[config.mk]
export PLATFORM = sky130hd
export DESIGN_NAME = config_sram_sequencer
export DESIGN_NICKNAME = d
export VERILOG_FILES = /design/src/rtl/config_sram_pkg.sv /design/src/rtl/cfg_slot_timer.sv /design/src/rtl/config_sram_sequencer.sv
export SDC_FILE = /design/constraint.sdc
export NUM_CORES = 1
export LEC_CHECK = 0
export CAP_MARGIN = 5
export CORE_ASPECT_RATIO = 0.6
export CORE_MARGIN = 10
export CORE_UTILIZATION = 30
export CTS_CLUSTER_DIAMETER = 60
export CTS_CLUSTER_SIZE = 10
export DETAILED_ROUTE_END_ITERATION = 8
export HOLD_SLACK_MARGIN = 0.02
export PLACE_DENSITY = 0.56
export SKIP_CTS_REPAIR_TIMING = 1
export SYNTH_ARGS = -nofsm -noshare
export SYNTH_HDL_FRONTEND = slang
export SYNTH_SLANG_ARGS = --single-unit
[constraint.sdc]
create_clock -name clk -period 2.55 [get_ports clk]
set_input_delay 0.255 -clock clk [delete_from_list [all_inputs] [get_ports clk]]
set_output_delay 0.255 -clock clk [all_outputs]
set_load 0.02 [all_outputs]
[src/rtl/config_sram_pkg.sv]
// rtl/config_sram_pkg.sv - shared types and constants for the configuration SRAM sequencer
package config_sram_pkg;

    typedef enum logic [1:0] {
        ST_SETTLE = 2'd0,
        ST_READ   = 2'd1,
        ST_IDLE   = 2'd2,
        ST_WRITE  = 2'd3
    } seq_state_t;

    localparam logic [20:0] DEFAULT_BASE_ADDR = 21'h008FD5;
    localparam int          IDX_W             = 4;

endpackage

[src/rtl/cfg_slot_timer.sv]
// rtl/cfg_slot_timer.sv - loadable down-counter timing settle, read and write slots
module cfg_slot_timer #(
    parameter int               CNT_W      = 5,
    parameter int               ACC_CYCLES = 2,
    parameter logic [CNT_W-1:0] RST_VAL    = '0
) (
    input  logic             clk,
    input  logic             rst,
    input  logic             load,
    input  logic [CNT_W-1:0] load_val,
    output logic             slot_last,
    output logic             we_window
);

    localparam logic [CNT_W-1:0] ACC_V = CNT_W'(ACC_CYCLES);

    logic [CNT_W-1:0] cnt_q, cnt_d;

    always_comb begin
        cnt_d = cnt_q;
        if (load) begin
            cnt_d = load_val;
        end else if (cnt_q != '0) begin
            cnt_d = cnt_q - 1'b1;
        end
    end

    always_ff @(posedge clk or posedge rst) begin
        if (rst) begin
            cnt_q <= RST_VAL;
        end else begin
            cnt_q <= cnt_d;
        end
    end

    // A write slot loads ACC_CYCLES+1: strobe spans counts ACC_CYCLES..1, leaving setup and hold cycles.
    assign slot_last = (cnt_q == '0);
    assign we_window = (cnt_q != '0) && (cnt_q <= ACC_V);

endmodule

[src/rtl/config_sram_sequencer.sv]
// rtl/config_sram_sequencer.sv - boot-read / save-write sequencer owning the configuration SRAM port
module config_sram_sequencer
    import config_sram_pkg::*;
#(
    parameter logic [20:0] BASE_ADDR  = DEFAULT_BASE_ADDR,
    parameter int          NBYTES     = 4,
    parameter int          SETTLE     = 16,
    parameter int          ACC_CYCLES = 2
) (
    input  logic                  clk,
    input  logic                  rst,
    input  logic [20:0]           sram_addr_in,
    input  logic                  sram_we_n_in,
    input  logic [7:0]            sram_dout_in,
    input  logic [7:0]            din,
    output logic [20:0]           sram_addr_out,
    output logic                  sram_we_n_out,
    output logic [7:0]            sram_dout_out,
    input  logic                  save_req,
    input  logic [8*NBYTES-1:0]   save_data,
    output logic [8*NBYTES-1:0]   config_out,
    output logic                  pwon_reset,
    output logic                  busy,
    output logic                  save_done,
    output logic                  vga_on,
    output logic                  scanlines_on
);

    localparam int CW      = 8 * NBYTES;
    localparam int CNT_MAX = (SETTLE > ACC_CYCLES + 2) ? SETTLE : ACC_CYCLES + 2;
    localparam int CNT_W   = $clog2(CNT_MAX + 1);

    localparam logic [CNT_W-1:0] SETTLE_LOAD = CNT_W'(SETTLE - 1);
    localparam logic [CNT_W-1:0] RD_LOAD     = CNT_W'(ACC_CYCLES - 1);
    localparam logic [CNT_W-1:0] WR_LOAD     = CNT_W'(ACC_CYCLES + 1);
    localparam logic [IDX_W-1:0] LAST_IDX    = IDX_W'(NBYTES - 1);

    seq_state_t       state_q, state_d;
    logic [IDX_W-1:0] idx_q, idx_d;
    logic             pending_q, pending_d;
    logic             save_done_q, save_done_d;
    logic [CW-1:0]    snap_q, snap_d;
    logic [CW-1:0]    cfg_q, cfg_d;

    logic             tmr_load;
    logic [CNT_W-1:0] tmr_load_val;
    logic             slot_last;
    logic             we_window;
    logic             save_start;
    logic             last_byte;
    logic [7:0]       snap_byte;

    cfg_slot_timer #(
        .CNT_W      (CNT_W),
        .ACC_CYCLES (ACC_CYCLES),
        .RST_VAL    (SETTLE_LOAD)
    ) u_slot_timer (
        .clk       (clk),
        .rst       (rst),
        .load      (tmr_load),
        .load_val  (tmr_load_val),
        .slot_last (slot_last),
        .we_window (we_window)
    );

    always_comb begin
        state_d      = state_q;
        idx_d        = idx_q;
        snap_d       = snap_q;
        cfg_d        = cfg_q;
        save_done_d  = 1'b0;
        tmr_load     = 1'b0;
        tmr_load_val = '0;
        save_start   = (state_q == ST_IDLE) && pending_q;
        last_byte    = (idx_q == LAST_IDX);
        // A request landing on the cycle a save starts stays pending for one more save.
        pending_d    = (pending_q && !save_start) || save_req;

        case (state_q)
            ST_SETTLE: begin
                if (slot_last) begin
                    state_d      = ST_READ;
                    idx_d        = '0;
                    tmr_load     = 1'b1;
                    tmr_load_val = RD_LOAD;
                end
            end
            ST_READ: begin
                if (slot_last) begin
                    for (int i = 0; i < NBYTES; i++) begin
                        if (idx_q == IDX_W'(i)) begin
                            cfg_d[8*i +: 8] = din;
                        end
                    end
                    if (last_byte) begin
                        state_d = ST_IDLE;
                        idx_d   = '0;
                    end else begin
                        idx_d        = idx_q + 1'b1;
                        tmr_load     = 1'b1;
                        tmr_load_val = RD_LOAD;
                    end
                end
            end
            ST_IDLE: begin
                if (save_start) begin
                    state_d      = ST_WRITE;
                    idx_d        = '0;
                    snap_d       = save_data;
                    cfg_d        = save_data;
                    tmr_load     = 1'b1;
                    tmr_load_val = WR_LOAD;
                end
            end
            ST_WRITE: begin
                if (slot_last) begin
                    if (last_byte) begin
                        state_d     = ST_IDLE;
                        idx_d       = '0;
                        save_done_d = 1'b1;
                    end else begin
                        idx_d        = idx_q + 1'b1;
                        tmr_load     = 1'b1;
                        tmr_load_val = WR_LOAD;
                    end
                end
            end
            default: begin
                state_d = ST_SETTLE;
            end
        endcase
    end

    always_ff @(posedge clk or posedge rst) begin
        if (rst) begin
            state_q     <= ST_SETTLE;
            idx_q       <= '0;
            pending_q   <= 1'b0;
            save_done_q <= 1'b0;
            snap_q      <= '0;
            cfg_q       <= '0;
        end else begin
            state_q     <= state_d;
            idx_q       <= idx_d;
            pending_q   <= pending_d;
            save_done_q <= save_done_d;
            snap_q      <= snap_d;
            cfg_q       <= cfg_d;
        end
    end

    always_comb begin
        snap_byte = 8'h00;
        for (int i = 0; i < NBYTES; i++) begin
            if (idx_q == IDX_W'(i)) begin
                snap_byte = snap_q[8*i +: 8];
            end
        end
    end

    // Outputs depend only on registered state, so reset forces we_n high without waiting for a clock.
    always_comb begin
        if (state_q == ST_IDLE) begin
            sram_addr_out = sram_addr_in;
            sram_we_n_out = sram_we_n_in;
            sram_dout_out = sram_dout_in;
        end else begin
            sram_addr_out = BASE_ADDR + 21'(idx_q);
            sram_we_n_out = (state_q == ST_WRITE) ? !we_window : 1'b1;
            sram_dout_out = snap_byte;
        end
    end

    assign config_out   = cfg_q;
    assign busy         = (state_q != ST_IDLE);
    assign pwon_reset   = (state_q == ST_SETTLE) || (state_q == ST_READ);
    assign save_done    = save_done_q;
    assign vga_on       = cfg_q[0];
    assign scanlines_on = cfg_q[1];

endmodule

### After elaboration in Yosys (flattened, before gate mapping)

Index checks and enable logic that the tools add are counted.

* bits in latches: 0
* bits of input ports: 73
* ROM bits: 0
* register bits after elaboration: 77
* word-level logic and storage cells: 93
* memories kept: 0
* memory bits (writable): 0
* output and inout bits: 67

* multiply operators: 0
* shift operators: 0
* equality and inequality tests: 16
* add/subtract/negate cells: 3
* mux-type cells: 42
* $lt $le $gt $ge: 1
* reduce and logical (&&, ||, !) cells: 21
* divide/modulo/power cells: 0
* bitwise operators: 0

Operators with widths (count)
* two-way mux 8 bit: 9
* two-way mux 32 bit: 2
* one-hot mux 32 bit (2 select lines): 1
* two-way mux 21 bit: 1
* one-hot mux 5 bit (4 select lines): 1
* AND reduction 4 bit: 5
* adder 16 x 4 -> 17 bit, first input constant: 1
* two-way mux 4 bit: 4
* inequality test 2 bit, second input constant: 8
* two-way mux 2 bit: 7
* two-way mux 1 bit: 12
* one-hot mux 4 bit (3 select lines): 1
* two-way mux 5 bit: 2
* equality test 4 x 2 -> 1 bit, second input constant: 2
* one-hot mux 2 bit (3 select lines): 1
* less-or-equal comparator 5 x 2 -> 1 bit, second input constant: 1
* logical NOT 5 bit: 1
* nonzero test 5 bit: 1
* subtractor 5 x 1 -> 5 bit, second input constant: 1
* adder 4 x 1 -> 4 bit, second input constant: 1
* equality test 2 bit, second input constant: 2
* equality test 4 x 1 -> 1 bit, second input constant: 1
* logical NOT 4 bit: 1
* inequality test 2 x 1 -> 1 bit, second input constant: 2
* 10 further kinds: 15

### Logic depth before layout (Yosys ltp)

* depth in word-level cells: 6
* depth in mapped cells: 9
* depth with buffers taken out: 5

### By module

From an unflattened synthesis, not the netlist that was laid out.

* cells, all modules: 383
* area, all modules: 4339.2 um^2

By module, submodules not included
* config_sram_sequencer: times used 1, area an instance 4027.6 um^2, cells each 353
* cfg_slot_timer: times used 1, area an instance 311.5 um^2, cells each 30

### Least setup slack after synthesis

Ideal clock, no wire load.

* kind: reg2reg
* start point: register idx_q[0]
* end point: register cfg_q[0] (netlist: config_out[0])
* cell stages (with the launch flop): 7
* period minus slack after synthesis: 2121 ps
* setup slack: 429 ps
* data arrival time: 1996 ps
* path buffers: 1
* library setup time: 125 ps
* cell sequence: dfrtp_1 -> inv_1 -> ha_1 -> buf_2 -> or3b_2 -> o31ai_4 -> mux2_2

* longest elaborated chain between the ends: 3

Ends and longest elaborated chain
* start: declaration: RTL line config_sram_sequencer.sv:39 `logic [IDX_W-1:0] idx_q, idx_d;`
* start signal: assignment: RTL line config_sram_sequencer.sv:144 `idx_q <= idx_d;`
* logical NOT 4 bit: RTL line config_sram_sequencer.sv:91 `if (idx_q == IDX_W'(i)) begin`
* inequality test 2 bit (no line)
* AND reduction 4 bit (no line)
* end signal: assignment: RTL line config_sram_sequencer.sv:148 `cfg_q <= cfg_d;`
* end: declaration: RTL line config_sram_sequencer.sv:43 `logic [CW-1:0] cfg_q, cfg_d;`

No other way between the ends.
A chain may end at the register's enable or synchronous reset.

### Final worst setup path

* start point: register idx_q[0]
* end point: output port sram_dout_out[6]

* longest elaborated chain between the ends: 6
* elaborated cells between the ends (all ways): 9
* classes of those cells: 3 x eq/ne; 5 x mux; 1 x reduce/logical

Ends and longest elaborated chain
* logical NOT 4 bit: RTL line config_sram_sequencer.sv:155 `if (idx_q == IDX_W'(i)) begin`
* two-way mux 8 bit (3 in a row): RTL line config_sram_sequencer.sv:155
* two-way mux 8 bit (*): RTL line config_sram_sequencer.sv:155
* two-way mux 8 bit (*): RTL line config_sram_sequencer.sv:163 `if (state_q == ST_IDLE) begin`
* end: declaration: RTL line config_sram_sequencer.sv:18 `output logic [7:0] sram_dout_out,`

Mark *: on every way between the ends. The rest lies on a longest branch, timed or not.

==> results.py <==
metrics = {
    "floorplan": {
        "boundaryPins": 140,
        "start_util_pct": 30.9,
        "core_um2": 13700,
        "die_h_um": 112,
        "rows": 33,
        "dieArea_um2": 19500,
        "fp.dieW_um": 174,
    },
    "setup_path": {
        "worstPathCellList": "ha_1 -> or3_4 -> a211o_1 -> a21oi_1 -> buf_4 -> dlymetal6s2s_1",
        "required_ns": 2.30,
        "crit_type": "reg -> out",
        "r2r_end": "config_out[0]",
        "r2r-start": "idx_q[1]",
        "crit_buf_inv": 2,
        "max_stage_delay_ns": 0.43,
        "critPathLaunchType": "flop",
        "crit_family": "compound AO/OA/AOI/OAI gates",
        "end_kind": "output pin",
        "critPathMaxFanout": 8,
        "cp_slowest_cell": "dfrtp_1",
        "reg2reg_slack_ns": 0.24,
        "worstPathArrival_ns": 2.24,
        "ff2ff_path_depth": 7,
    },
    "sta": {
        "fin_crit_sh_pct": 97.9,
        "finClkSkew_ns": 0.0134,
        "max_slew_margin_pct": 46.9,
        "finalHoldViolCount": 0,
        "setup-tns-final_ns": 0,
        "fmax_mhz": 400,
        "slew_viol_final": 0,
        "post-route-min-period_ns": 2.50,
        "setup_viol": 0,
        "max_slew.worst_pin.slew_ns": 0.787,
    },
    "flow_run": {
        "maxCapViolCount": 0,
    },
    "grt": {
        "met3_usage_pct": 7.40,
        "grt_max_degree": 78,
        "grt_util_met1_pct": 23.1,
        "met2_usage_pct": 19.9,
        "grt-busiest-layer": "met1",
        "antenna_found_initial": 0,
        "grtUsageTotal_pct": 15.6,
        "grt_pass1_vias": 3787,
        "overflow": 0,
        "grt_pass1_wl_um": 23700,
    },
    "power": {
        "p_clk_share_pct": 18.6,
        "p_leak_uw": 0.00267,
        "p_int_uw": 4530,
        "p_per_area_nw_per_um2": 1130,
        "seq_power_share_pct": 31.3,
        "swShare_pct": 37.1,
        "finalPower_uw": 7210,
        "power_frac_comb_pct": 50.1,
        "switchingPower_uw": 2680,
        "peakVddDrop_mv": 0.638,
    },
    "clock_tree": {
        "cts_tree": "yes",
        "cts_root_buf": "clkbuf_16",
        "htreeDepth": 3,
        "worst_skew_pair.late_latency_ns": 0.34,
        "cts_num_sinks": 77,
        "cts_buffer_depth": 2,
        "cts_made_buffers": 9,
        "cts.clk_slew.worst_paths_ns": 0.06,
    },
    "run_status": {
        "outcome": "finished, final reports clean",
    },
    "synth": {
        "synth-warning-count": 0,
        "synthesis.area_um2": 4250,
        "yosys_most_used_dff": "dfrtp_1",
        "synth_area_per_cell_um2": 11.1,
        "netlist-cell-type-count": 49,
        "synthesis.nets": 462,
        "synth_edf_count": 0,
        "async_reset_ff_share_pct": 100,
        "synth_cells": 382,
        "synth_seq_cells": 77,
        "synth_seq_area_share_pct": 45.5,
    },
    "cells_and_area": {
        "drive_gt1_share_pct": 26.4,
        "layout_commonest_cell": "clkdlybuf4s50_1",
        "nets": 610,
        "diodes": 0,
        "seq_area_um2": 1930,
        "fill_cells": 1284,
        "mostFrequentLayoutCells": "clkdlybuf4s50_1 (130), mux2_2 (79), dfrtp_1 (73)",
        "areaGrowthSynthToFinish_pct": 49.6,
        "multi_input_area_um2": 2140,
    },
    "detailed_routing": {
        "ant_nets": 0,
        "drc_errors": 0,
        "drtIter0Drc": 234,
        "via_count": 3642,
        "wl_per_cell_um": 21.5,
        "drt-pass1-iter-count": 4,
        "wl_um": 15700,
        "vias_per_cell": 5.01,
    },
    "worst_hold_path": {
        "holdCritPathClass": "in -> async",
    },
    "place": {
        "gp_congestion": 0.867,
        "hpwl_um": 12200,
        "io_buffers": 139,
    },
}
-- worst min-delay path, stage by stage --
cell and delay, ns:
clkdlybuf4s50_1 0.41, inv_2 0.07, buf_12 0.35
-- sequential cells by signal, indices dropped and copies added (netlist names) --
name / flops
idx_q: 4
state_q: 2
u_slot_timer.cnt_q: 5
save_done: 1
config_out: 32
snap_q: 32
pending_q: 1
-- worst max-delay path by stage --
| stage | cells past startpoint | start | slack [ns] | endpoint |
|---|---|---|---|---|
| final | 6 | idx_q[0] | 0.05 | sram_dout_out[6] |
| after global routing | 6 | idx_q[0] | -0.02 | sram_dout_out[6] |
| after CTS | 6 | idx_q[0] | -0.42 | sram_dout_out[6] |
| after detailed placement | 6 | idx_q[0] | -0.03 | sram_dout_out[6] |
| after global placement | 6 | idx_q[0] | 0.02 | sram_dout_out[6] |
| after floorplan | 1 | rst | 0.33 | config_out[0] |
-- metal layers --
layer / wire length (µm) / share of wire (%)
met5: 0 / 0
met4: 34 / 0.22
met3: 1670 / 11
met2: 5920 / 38
met1: 8030 / 51
-- layout make-up --
type	count	share of cell area, %
clock buffers	13	4.25
clock inverters	3	0.670
inverters	18	1.06
multi-input cells	257	33.7
flip-flops and latches	77	30.4
well taps	192	3.78
repair buffers	167	26.2
-- synthesized netlist by cell type, types with 2 or more instances --
| master | instances | area [µm²] |
|---|---|---|
| nor3b_1 | 4 | 30.0 |
| a221oi_1 | 8 | 70.1 |
| o211ai_1 | 2 | 15.0 |
| xnor2_1 | 3 | 26.3 |
| or3b_2 | 2 | 17.5 |
| inv_1 | 18 | 67.6 |
| ha_1 | 7 | 87.6 |
| buf_4 | 2 | 15.0 |
| nand2b_1 | 7 | 43.8 |
| nor4b_1 | 9 | 78.8 |
| dfrtp_1 | 73 | 1830 |
| o31ai_4 | 3 | 63.8 |
| a211o_1 | 9 | 78.8 |
| mux2_2 | 79 | 890 |
| clkbuf_1 | 16 | 60.1 |
| nor2_1 | 30 | 113 |
| a21o_1 | 3 | 22.5 |
| mux2i_1 | 2 | 20.0 |
| or3_1 | 4 | 25.0 |
| nor4_1 | 2 | 12.5 |
| a21oi_1 | 30 | 150 |
| nand3_1 | 2 | 10.0 |
| nor3_1 | 4 | 20.0 |
| or3b_1 | 2 | 17.5 |
| and2_1 | 8 | 50.1 |
| dfstp_2 | 4 | 105 |
| nand2_1 | 7 | 26.3 |
| nand3b_1 | 10 | 75.1 |
| o21a_1 | 2 | 15.0 |
| buf_2 | 11 | 55.1 |
-- stage by stage --
stage / setup slack (ns) / hold WS, ns / std cells / cell area (µm²) / util (%)
4_1_cts: -0.419 / 0.338 / 727 / 6310 / 45.9
3_5_place_dp: -0.0313 / 0.495 / 711 / 6000 / 43.6
3_3_place_gp: 0.0190 / 0.485 / 711 / 6000 / 43.6
5_1_grt: -0.0184 / 0.389 / 727 / 6350 / 46.2
6_report: 0.0530 / 0.325 / 727 / 6350 / 46.2
2_1_floorplan: 0.335 / 0.347 / 382 / 4250 / -
-- power by group through the flow --
stage | combinational [µW] | sequential [µW] | clock [µW]
2_1_floorplan | 1690 | 2450 | 0
3_3_place_gp | 3570 | 2260 | 0
3_5_place_dp | 3620 | 2270 | 0
4_1_cts | 3650 | 2250 | 1360
5_1_grt | 3860 | 2330 | 1410
6_report | 3610 | 2260 | 1340
-- logic make-up after synthesis --
family	synth area share, %
xor gates and xnor gates	0.825
adders and majority gates	2.06
and+or+nand+nor	13.8
AOI/OAI and AO/OA	11.4
DFF	45.5
muxes	21.7
buffers and inverters	4.77
No activity file was read; power rests on OpenSTA's default activity.
